**src/rtl/rob_commit_buffer_pkg.sv**
```systemverilog
// Shared types for the reorder buffer: entry/writeback payloads, ROB index,
// pointer (index plus wrap bit) and occupancy count.
package C;

    localparam int NR_ROB_ENTRIES = 32;
    localparam int NR_WB_PORTS    = 1;
    localparam int ROB_ID_W       = $clog2(NR_ROB_ENTRIES);

    typedef logic [7:0]          id_t;
    typedef logic [ROB_ID_W-1:0] rob_id_t;
    typedef logic [ROB_ID_W:0]   rob_ptr_t;
    typedef logic [ROB_ID_W:0]   rob_count_t;

    typedef struct packed {
        id_t        id;
        logic [4:0] ard;
        logic [5:0] prd;
        logic       needprf2arf;
        logic       completed;
    } rob_entry_t;

    typedef struct packed {
        id_t         id;
        logic [31:0] data;
    } fu_output_t;

    function automatic logic id_match(input logic en, input id_t a, input id_t b);
        return en && (a == b);
    endfunction

endpackage

```
**src/rtl/rob_commit_buffer_checker.sv**
```systemverilog
// Simulation-time invariants of the reorder buffer.
module rob_commit_buffer_checker
    import C::*;
#(
    parameter int NR_ENTRIES = C::NR_ROB_ENTRIES,
    parameter int NR_WB      = C::NR_WB_PORTS
) (
    input logic                  clk,
    input logic                  rst,
    input logic                  flush_i,
    input logic                  dispatch_valid_i,
    input logic                  dispatch_ready_i,
    input logic                  full_i,
    input logic                  empty_i,
    input logic                  commit_valid_i,
    input logic                  commit_ready_i,
    input logic [NR_ENTRIES-1:0] valid_i,
    input logic [NR_ENTRIES-1:0] done_i,
    input id_t                   ids_i [NR_ENTRIES],
    input logic [NR_WB-1:0]      wb_valid_i,
    input logic [NR_WB-1:0]      wb_hit_i
);

    logic dup_s;

    // Any pair of live entries sharing an id.
    always_comb begin
        dup_s = 1'b0;
        for (int i = 0; i < NR_ENTRIES; i++) begin
            for (int j = i + 1; j < NR_ENTRIES; j++) begin
                dup_s = dup_s | (valid_i[i] && valid_i[j] && (ids_i[i] == ids_i[j]));
            end
        end
    end

    a_no_dispatch_full: assert property (@(posedge clk) disable iff (rst)
        !(dispatch_valid_i && dispatch_ready_i && full_i))
        else $error("dispatch accepted while full");

    a_no_commit_empty: assert property (@(posedge clk) disable iff (rst)
        !(commit_valid_i && commit_ready_i && empty_i))
        else $error("commit handshake while empty");

    a_done_implies_valid: assert property (@(posedge clk) disable iff (rst)
        (done_i & ~valid_i) == '0)
        else $error("completed flag on an invalid entry");

    a_unique_ids: assert property (@(posedge clk) disable iff (rst) !dup_s)
        else $error("duplicate id among valid entries");

    for (genvar p = 0; p < NR_WB; p++) begin : g_wb_hit
        a_wb_hits: assert property (@(posedge clk) disable iff (rst || flush_i)
            wb_valid_i[p] |-> wb_hit_i[p])
            else $warning("writeback on port %0d matched no entry", p);
    end

endmodule

```
**src/rtl/rob_wb_match.sv**
```systemverilog
// Writeback CAM: flags every valid entry whose id matches any strobed
// writeback port, and reports per port whether it hit anything.
module rob_wb_match
    import C::*;
#(
    parameter int NR_ENTRIES = C::NR_ROB_ENTRIES,
    parameter int NR_WB      = C::NR_WB_PORTS
) (
    input  id_t                   entry_ids_i [NR_ENTRIES],
    input  logic [NR_ENTRIES-1:0] entry_valid_i,
    input  logic [NR_WB-1:0]      wb_valid_i,
    input  id_t                   wb_ids_i [NR_WB],
    output logic [NR_ENTRIES-1:0] set_completed_o,
    output logic [NR_WB-1:0]      wb_hit_o
);

    logic hit_s;

    // Full entry x port compare; several ports hitting one entry just OR together.
    always_comb begin
        set_completed_o = '0;
        wb_hit_o        = '0;
        hit_s           = 1'b0;
        for (int e = 0; e < NR_ENTRIES; e++) begin
            for (int p = 0; p < NR_WB; p++) begin
                hit_s = id_match(entry_valid_i[e] && wb_valid_i[p], entry_ids_i[e], wb_ids_i[p]);
                set_completed_o[e] = set_completed_o[e] | hit_s;
                wb_hit_o[p]        = wb_hit_o[p] | hit_s;
            end
        end
    end

endmodule

```
**src/rtl/rob_commit_buffer.sv**
```systemverilog
// In-order reorder buffer: allocates at the tail on dispatch, marks entries
// complete on writeback, and retires completed entries from the head.
module rob_commit_buffer
    import C::*;
#(
    parameter int NR_ENTRIES = C::NR_ROB_ENTRIES,
    parameter int NR_WB      = C::NR_WB_PORTS
) (
    input  logic                          clk,
    input  logic                          rst,
    input  logic                          flush_i,
    input  logic                          dispatch_valid_i,
    output logic                          dispatch_ready_o,
    input  rob_entry_t                    dispatch_entry_i,
    output logic [$clog2(NR_ENTRIES)-1:0] dispatch_rob_id_o,
    input  logic [NR_WB-1:0]              wb_valid_i,
    input  fu_output_t                    wb_data_i [NR_WB],
    output logic                          commit_valid_o,
    input  logic                          commit_ready_i,
    output rob_entry_t                    commit_entry_o,
    output logic [$clog2(NR_ENTRIES):0]   count_o,
    output logic                          empty_o,
    output logic                          full_o
);

    localparam int IDX_W = $clog2(NR_ENTRIES);
    localparam int PTR_W = IDX_W + 1;

    typedef logic [IDX_W-1:0] idx_t;
    typedef logic [PTR_W-1:0] ptr_t;

    ptr_t                  head_q, head_d;
    ptr_t                  tail_q, tail_d;
    logic [NR_ENTRIES-1:0] valid_q, valid_d;
    logic [NR_ENTRIES-1:0] done_q, done_d;
    rob_entry_t            entry_q [NR_ENTRIES];
    rob_entry_t            entry_d [NR_ENTRIES];

    idx_t                  head_idx_s, tail_idx_s;
    logic                  full_s, empty_s;
    logic                  commit_valid_s, commit_fire_s, dispatch_fire_s;
    id_t                   entry_ids_s [NR_ENTRIES];
    id_t                   wb_ids_s [NR_WB];
    logic [NR_ENTRIES-1:0] set_completed_s;
    logic [NR_WB-1:0]      wb_hit_s;
    logic                  unused_wb_payload_s;

    assign head_idx_s = head_q[IDX_W-1:0];
    assign tail_idx_s = tail_q[IDX_W-1:0];
    assign empty_s    = (head_q == tail_q);
    assign full_s     = (head_idx_s == tail_idx_s) && (head_q[IDX_W] != tail_q[IDX_W]);

    assign commit_valid_s  = valid_q[head_idx_s] && done_q[head_idx_s] && !flush_i;
    assign commit_fire_s   = commit_valid_s && commit_ready_i;
    // Readiness depends only on registered occupancy, never on commit_ready_i.
    assign dispatch_fire_s = dispatch_valid_i && !full_s && !flush_i;

    assign dispatch_ready_o  = !full_s;
    assign dispatch_rob_id_o = tail_idx_s;
    assign commit_valid_o    = commit_valid_s;
    assign count_o           = tail_q - head_q;
    assign empty_o           = empty_s;
    assign full_o            = full_s;

    // Head entry with its live completion flag folded in.
    always_comb begin
        commit_entry_o           = entry_q[head_idx_s];
        commit_entry_o.completed = done_q[head_idx_s];
    end

    // CAM operands; only the writeback id participates in matching.
    always_comb begin
        unused_wb_payload_s = 1'b0;
        for (int e = 0; e < NR_ENTRIES; e++) begin
            entry_ids_s[e] = entry_q[e].id;
        end
        for (int p = 0; p < NR_WB; p++) begin
            wb_ids_s[p]         = wb_data_i[p].id;
            unused_wb_payload_s = unused_wb_payload_s ^ (^wb_data_i[p].data);
        end
    end

    rob_wb_match #(
        .NR_ENTRIES (NR_ENTRIES),
        .NR_WB      (NR_WB)
    ) u_wb_match (
        .entry_ids_i     (entry_ids_s),
        .entry_valid_i   (valid_q),
        .wb_valid_i      (wb_valid_i),
        .wb_ids_i        (wb_ids_s),
        .set_completed_o (set_completed_s),
        .wb_hit_o        (wb_hit_s)
    );

    // Next state: flush wins outright; otherwise writeback, then retire, then allocate.
    always_comb begin
        head_d  = head_q;
        tail_d  = tail_q;
        valid_d = valid_q;
        done_d  = done_q;
        entry_d = entry_q;
        if (flush_i) begin
            head_d  = '0;
            tail_d  = '0;
            valid_d = '0;
            done_d  = '0;
        end else begin
            done_d = done_q | set_completed_s;
            if (commit_fire_s) begin
                valid_d[head_idx_s] = 1'b0;
                done_d[head_idx_s]  = 1'b0;
                head_d              = head_q + ptr_t'(1'b1);
            end else begin
                head_d = head_q;
            end
            if (dispatch_fire_s) begin
                entry_d[tail_idx_s]           = dispatch_entry_i;
                entry_d[tail_idx_s].completed = 1'b0;
                valid_d[tail_idx_s]           = 1'b1;
                done_d[tail_idx_s]            = 1'b0;
                tail_d                        = tail_q + ptr_t'(1'b1);
            end else begin
                tail_d = tail_q;
            end
        end
    end

    // State registers with synchronous reset.
    always_ff @(posedge clk) begin
        if (rst) begin
            head_q  <= '0;
            tail_q  <= '0;
            valid_q <= '0;
            done_q  <= '0;
            for (int e = 0; e < NR_ENTRIES; e++) begin
                entry_q[e] <= '0;
            end
        end else begin
            head_q  <= head_d;
            tail_q  <= tail_d;
            valid_q <= valid_d;
            done_q  <= done_d;
            entry_q <= entry_d;
        end
    end

    rob_commit_buffer_checker #(
        .NR_ENTRIES (NR_ENTRIES),
        .NR_WB      (NR_WB)
    ) u_checker (
        .clk              (clk),
        .rst              (rst),
        .flush_i          (flush_i),
        .dispatch_valid_i (dispatch_valid_i),
        .dispatch_ready_i (dispatch_ready_o),
        .full_i           (full_s),
        .empty_i          (empty_s),
        .commit_valid_i   (commit_valid_s),
        .commit_ready_i   (commit_ready_i),
        .valid_i          (valid_q),
        .done_i           (done_q),
        .ids_i            (entry_ids_s),
        .wb_valid_i       (wb_valid_i),
        .wb_hit_i         (wb_hit_s)
    );

endmodule

```
**config.mk**
```make
export PLATFORM = sky130hd
export DESIGN_NAME = rob_commit_buffer
export DESIGN_NICKNAME = d
export VERILOG_FILES = /design/src/rtl/rob_commit_buffer_pkg.sv /design/src/rtl/rob_commit_buffer_checker.sv /design/src/rtl/rob_wb_match.sv /design/src/rtl/rob_commit_buffer.sv
export SDC_FILE = /design/constraint.sdc
export NUM_CORES = 2
export LEC_CHECK = 0
export ABC_CLOCK_PERIOD_IN_PS = 4770
export BUFFER_PORTS_ARGS = -buffer_cell sky130_fd_sc_hd__buf_2
export CORE_UTILIZATION = 40
export CTS_CLUSTER_DIAMETER = 30
export DETAILED_ROUTE_END_ITERATION = 10
export GPL_ROUTABILITY_DRIVEN = 0
export REMOVE_ABC_BUFFERS = 1
export SKIP_CTS_REPAIR_TIMING = 1
export SLEW_MARGIN = 30
export SYNTH_ARGS = -nofsm -noshare
export SYNTH_HDL_FRONTEND = slang
export SYNTH_SLANG_ARGS = --single-unit
export TNS_END_PERCENT = 30
```
**constraint.sdc**
```tcl
create_clock -name clk -period 4.77 [get_ports clk]
set_input_delay 0.477 -clock clk [delete_from_list [all_inputs] [get_ports clk]]
set_output_delay 0.477 -clock clk [all_outputs]
set_load 0.05 [all_outputs]
```
* Word-level counts from Yosys, hierarchy flattened *
Index checks and enable logic that the tools add are counted.

word-level totals
  output and inout bits = 36
  logic and storage cells = 319
  register bits after elaboration = 748
  input bits = 67

operators by class
  muxes and demuxes = 23
  order comparisons = 7
  bitwise operators = 10
  add/subtract/negate cells = 3
  equal/unequal tests = 35
  reductions and logical operators = 77

operators with widths
  kind                   number
  $bwmux W672            2
  $eq A8 B8 Y1           32
  $demux W21 S5          2
  $mux W32               6
  $bmux W21 S5           1
  $and A32 B32 Y32       3
  $logic_and A1 B1 Y1    73
  $not A32 Y32           2
  $or A32 B32 Y32        2
  $mux W21               3
  $add A6 B1 Y6 const B  2
  $ge A6 B6 Y1 const B   2
  $lt A5 B6 Y1 const B   2
  $not A5 Y6             2
  $bmux W1 S5            2
  $demux W1 S5           2
  $ge A5 B1 Y1 const B   2
  $eq A6 B6 Y1           1
  $lt A6 B1 Y1 const B   1
  $sub A6 B6 Y6          1
  $eq A5 B5 Y1           1
  $mux W1                5
  $logic_not A1 Y1       2
  $reduce_and A2 Y1      1
  3 further kinds        3

* Longest topological paths before layout *
  depth in word-level cells = 10
  mapped depth = 15
  depth with buffers taken out = 8

* Hierarchy *
From an unflattened synthesis, not the netlist that was laid out.

unflattened totals
  cells, all modules = 4133
  area, all modules = 34381.7 sq um

modules (own cells, without submodules)
  module             sequential area each (sq um)  cells each  times used  area an instance (sq um)
  rob_commit_buffer  14333.7                       3697        1           30969.7
  rob_wb_match       0.0                           436         1           3412.0

* Worst setup path after synthesis *
OpenSTA, ideal clock, no wires.

  kind = register -> output
  from = register head_q[1]
  to = output count_o[5]
  arrival = 3.229 ns
  buffers on the path = 5
  setup slack = 1.064 ns
  data required time = 4.293 ns
  stages on the path, launching flop included = 13
  cells stage by stage = dfxtp_1 buf_6 buf_6 buf_6 clkbuf_1 clkbuf_1 inv_1 ha_1 a21o_1 a21oi_1 o21bai_1 a21oi_1 xor2_1

on the way
  longest elaborated chain between the ends = 1

RTL lines
  what                    RTL line                  source
  from (decl)             rob_commit_buffer.sv:32   ptr_t head_q, head_d;
  from (signal assigned)  rob_commit_buffer.sv:131  head_q <= '0;
  from (signal assigned)  rob_commit_buffer.sv:139  head_q <= head_d;
  $sub A6 B6 Y6           rob_commit_buffer.sv:61   assign count_o = tail_q - head_q;
  to (decl)               rob_commit_buffer.sv:21   output logic [$clog2(NR_ENTRIES):0] count_o,

Every way passes these cells.

* Worst setup path after layout *
  from = register head_q[1]
  to = output commit_valid_o

on the way
  longest elaborated chain between the ends = 4
  elaborated cells between the ends (all ways) = 6
  classes of those cells = 4 x mux; 2 x reduce/logical

RTL lines
  what                                   RTL line                 source
  $bmux W1 S5                            rob_commit_buffer.sv:53  assign commit_valid_s = valid_q[head_idx_s] && done_q[head_idx_s] && !flush_i;
  $mux W1 (not written as such)          rob_commit_buffer.sv:53
  $logic_and A1 B1 Y1 (*) (2 in series)  rob_commit_buffer.sv:53
  to (decl)                              rob_commit_buffer.sv:18  output logic commit_valid_o,

Mark *: on every way between the ends. The rest lies on a longest branch, timed or not. The select of a mux whose other input is x is not followed.

==> metrics.txt <==
status=finished, final reports clean; FF+latch count, synth=716; Worst Slack Setup Final=~0.28 ns; Starting Density=between 40% and 50%; TNS Setup=0 ns; TritonCTS clock tree=built; CTS Root Cell=clkbuf_16; Iteration-0 DRC Markers=about 3400; routed wire length=roughly 120 mm; worst r2r path cells=10; number of port buffers=just under 70; fin. max-slew vios=0; number of remaining DRC errors=0; Worst Max-Slew Pin Slew=between 1 and 1.5 ns; Layout area overhead=18.9%; hold depth=4; Worst-Skew Late Latency=between 0.7 and 0.8 ns; synth top area cells=dfxtp_1 (42%), nand2_1 (15%), mux4_2 (11%); fillcell total=between 7000 and 8000; number of global-route vias before repair=around 29000; Final Util=roughly half; period utilization=a little over nine tenths; Routed WL per cell=between 20 and 25 um; fin crit period=between 4 and 5 ns; share of post-route cells with drive strength above 1=16.6%; worst vdd ir=~0.00033 V; initial antenna violation count=0; r2r startpoint=head_q[1]; Yosys top cell area share=42.4%; Final Hold Violating Endpoints=0; Reg2Reg Capture Point=head_q[0]; hold endpoint=tail_q[0]; top cell type by total area after synthesis=dfxtp_1; antenna viol nets, final=0; Crit. Startpoint=head_q[1]; average size of a mapped cell=~8.4 um^2; core area=83600 um^2; number of CTS-inserted buffers=roughly 140; RSZ-0062 raised after global routing=no; largest net degree at the start of global routing=186; cell area after layout=about 40000 um^2; synth unique cells=between 50 and 60; Syn Std Cell Area=33800 um^2; pre-CTS setup slack=about 1.1 ns; CP Capture Type=primary output; count leader, synth=nand2_1; Cells after Synth=just over 4000; Post-synth top cells=nand2_1 (1343), dfxtp_1 (716), a21oi_1 (671); Layout Nets=a little over 4000; asr flop ratio synth=0%; number of synthesized flops with an enable pin=0; slew margin rel.=a little under a third; DR vias=30200; worst-path fanout max=64; HPWL after DPL=roughly 75 mm; arrival time worst endpoint=between 4 and 5 ns; PwrDens=roughly 420 nW/um^2; first-pass GRT wire length=183 mm; die height=293 um; CTS sink cnt=716; register area share after synthesis=42.4%; GRT Total Usage=about 28%; Clock transition at path regs=0.04 ns; I/O pin cnt=103; Hold Path Class=primary input to flip-flop; Post-synth top flop=dfxtp_1; clock skew=~0.027 ns; max frequency=approximately 220 MHz; Crit path required time=4.29 ns; diodes inserted=0; placed inst area=35200 um^2; crit path launch type=flip-flop; Std-Cell Rows=106; Die ar.=between 80000 and 90000 um^2; maxcap violations=0; CTS Buffer Depth=3; leakage=13.6 nW; Die W=about 290 um; crit path kind=flip-flop to primary output; gr ovfl total=0; min-delay src=dispatch_valid_i; DR vias/cell=between 5 and 6; H-tree levels=4; Final Setup Violations=0; reg-to-reg slack, setup=0.99 ns; Ys Warns=0; Initial DRT Pass Iterations=6
## power breakdown
part / leakage (nW) / internal, W / switching (W)
sequential: 5.77 / 0.00601 / 0.00000851
clock: 2.44 / 0.00687 / 0.00344
combinational: 5.36 / 0.000122 / 0.000456
total: 13.6 / 0.0130 / 0.00391
## layout by cell type (no fill, tap or decap), types with 6 or more instances in the layout
cell type,synthesis,layout
a41oi_1,6,6
clkinv_2,0,26
o41ai_1,19,19
buf_4,6,126
xor2_1,203,203
bufinv_16,0,18
inv_1,14,14
mux4_2,168,168
clkbuf_1,319,21
nand2_1,1343,1343
buf_12,0,9
clkinv_4,0,7
and2_1,10,10
dfxtp_1,716,714
ha_1,13,13
nor2_1,53,21
o211ai_1,11,11
inv_6,0,13
buf_2,24,68
nand3_1,6,6
nor4_1,58,58
a22oi_1,82,82
a311oi_2,11,11
clkinvlp_4,0,10
nand4_1,57,57
mux2i_1,15,15
a31oi_1,19,19
clkbuf_8,0,15
nor2_2,0,32
o31ai_1,7,7
o21ai_0,24,24
xnor2_1,62,62
a21oi_1,671,671
clkbuf_16,0,147
## routing by layer
layer / GRT usage, % / vias to the layer above / share of wire, %
met5: 0 / - / 0
met4: 13.7 / 0 / 4.5
met3: 5.64 / 293 / 9.8
met2: 42.2 / 1580 / 44
met1: 38.7 / 14600 / 42
li1: - / 13700 / -
## layout make-up
cell class              count  area, um^2  share of cell area (%)
repair buffers            205        1490                    3.72
multi-input cells        2909       17900                    44.6
clock buffers             183        3960                    9.87
clock inverters            80        1030                    2.55
flip-flops and latches    716       14300                    35.7
well taps                1080        1350                    3.37
inverters                  15        56.3                   0.140
## cell families (layout without fill, tap and decap cells)
family | count (synthesis) | after routing | synth area share [%]
flip-flops | 716 | 716 | 42.4
multiplexers | 189 | 189 | 11.8
buffers and inverters | 406 | 483 | 4.80
adder cells (fa/ha/maj) | 14 | 14 | 0.541
AND/OR/NAND/NOR | 1564 | 1564 | 18.7
AO/OA/AOI/OAI | 877 | 877 | 14.8
XOR/XNOR | 265 | 265 | 6.87
## metrics by stage
step / hold WS [ns] / total power (W) / cells
6_report: 0.158 / 0.0169 / 5188
5_1_grt: 0.174 / 0.0173 / 5188
4_1_cts: 0.127 / 0.0170 / 5188
3_5_place_dp: 0.444 / 0.00669 / 4925
3_3_place_gp: 0.438 / 0.00669 / 4923
2_1_floorplan: 0.427 / 0.00631 / 3640
## critical path, cell delays in order (launching register included)
cell and delay [ns]:
dfxtp_4 0.43, buf_12 0.43, buf_4 0.33, mux2i_1 0.42, o22ai_1 0.15, a31oi_1 0.17, and4_1 0.58, buf_4 0.40
nor3_1 0.10, buf_2 0.24
## state kept, by name, indices dropped and copies added, names as in the netlist
name	cells
entry_ids_s	256
tail_q	6
valid_q	32
entry_q	384
head_q	6
done_q	32
## worst max path at each step
stage | depth (start not counted) | endpoint
6_report | 9 | commit_valid_o
5_1_grt | 9 | commit_valid_o
4_1_cts | 9 | commit_valid_o
3_5_place_dp | 9 | commit_valid_o
3_3_place_gp | 10 | head_q[0]
2_1_floorplan | 4 | commit_valid_o
(Power assumes the default switching activity.)
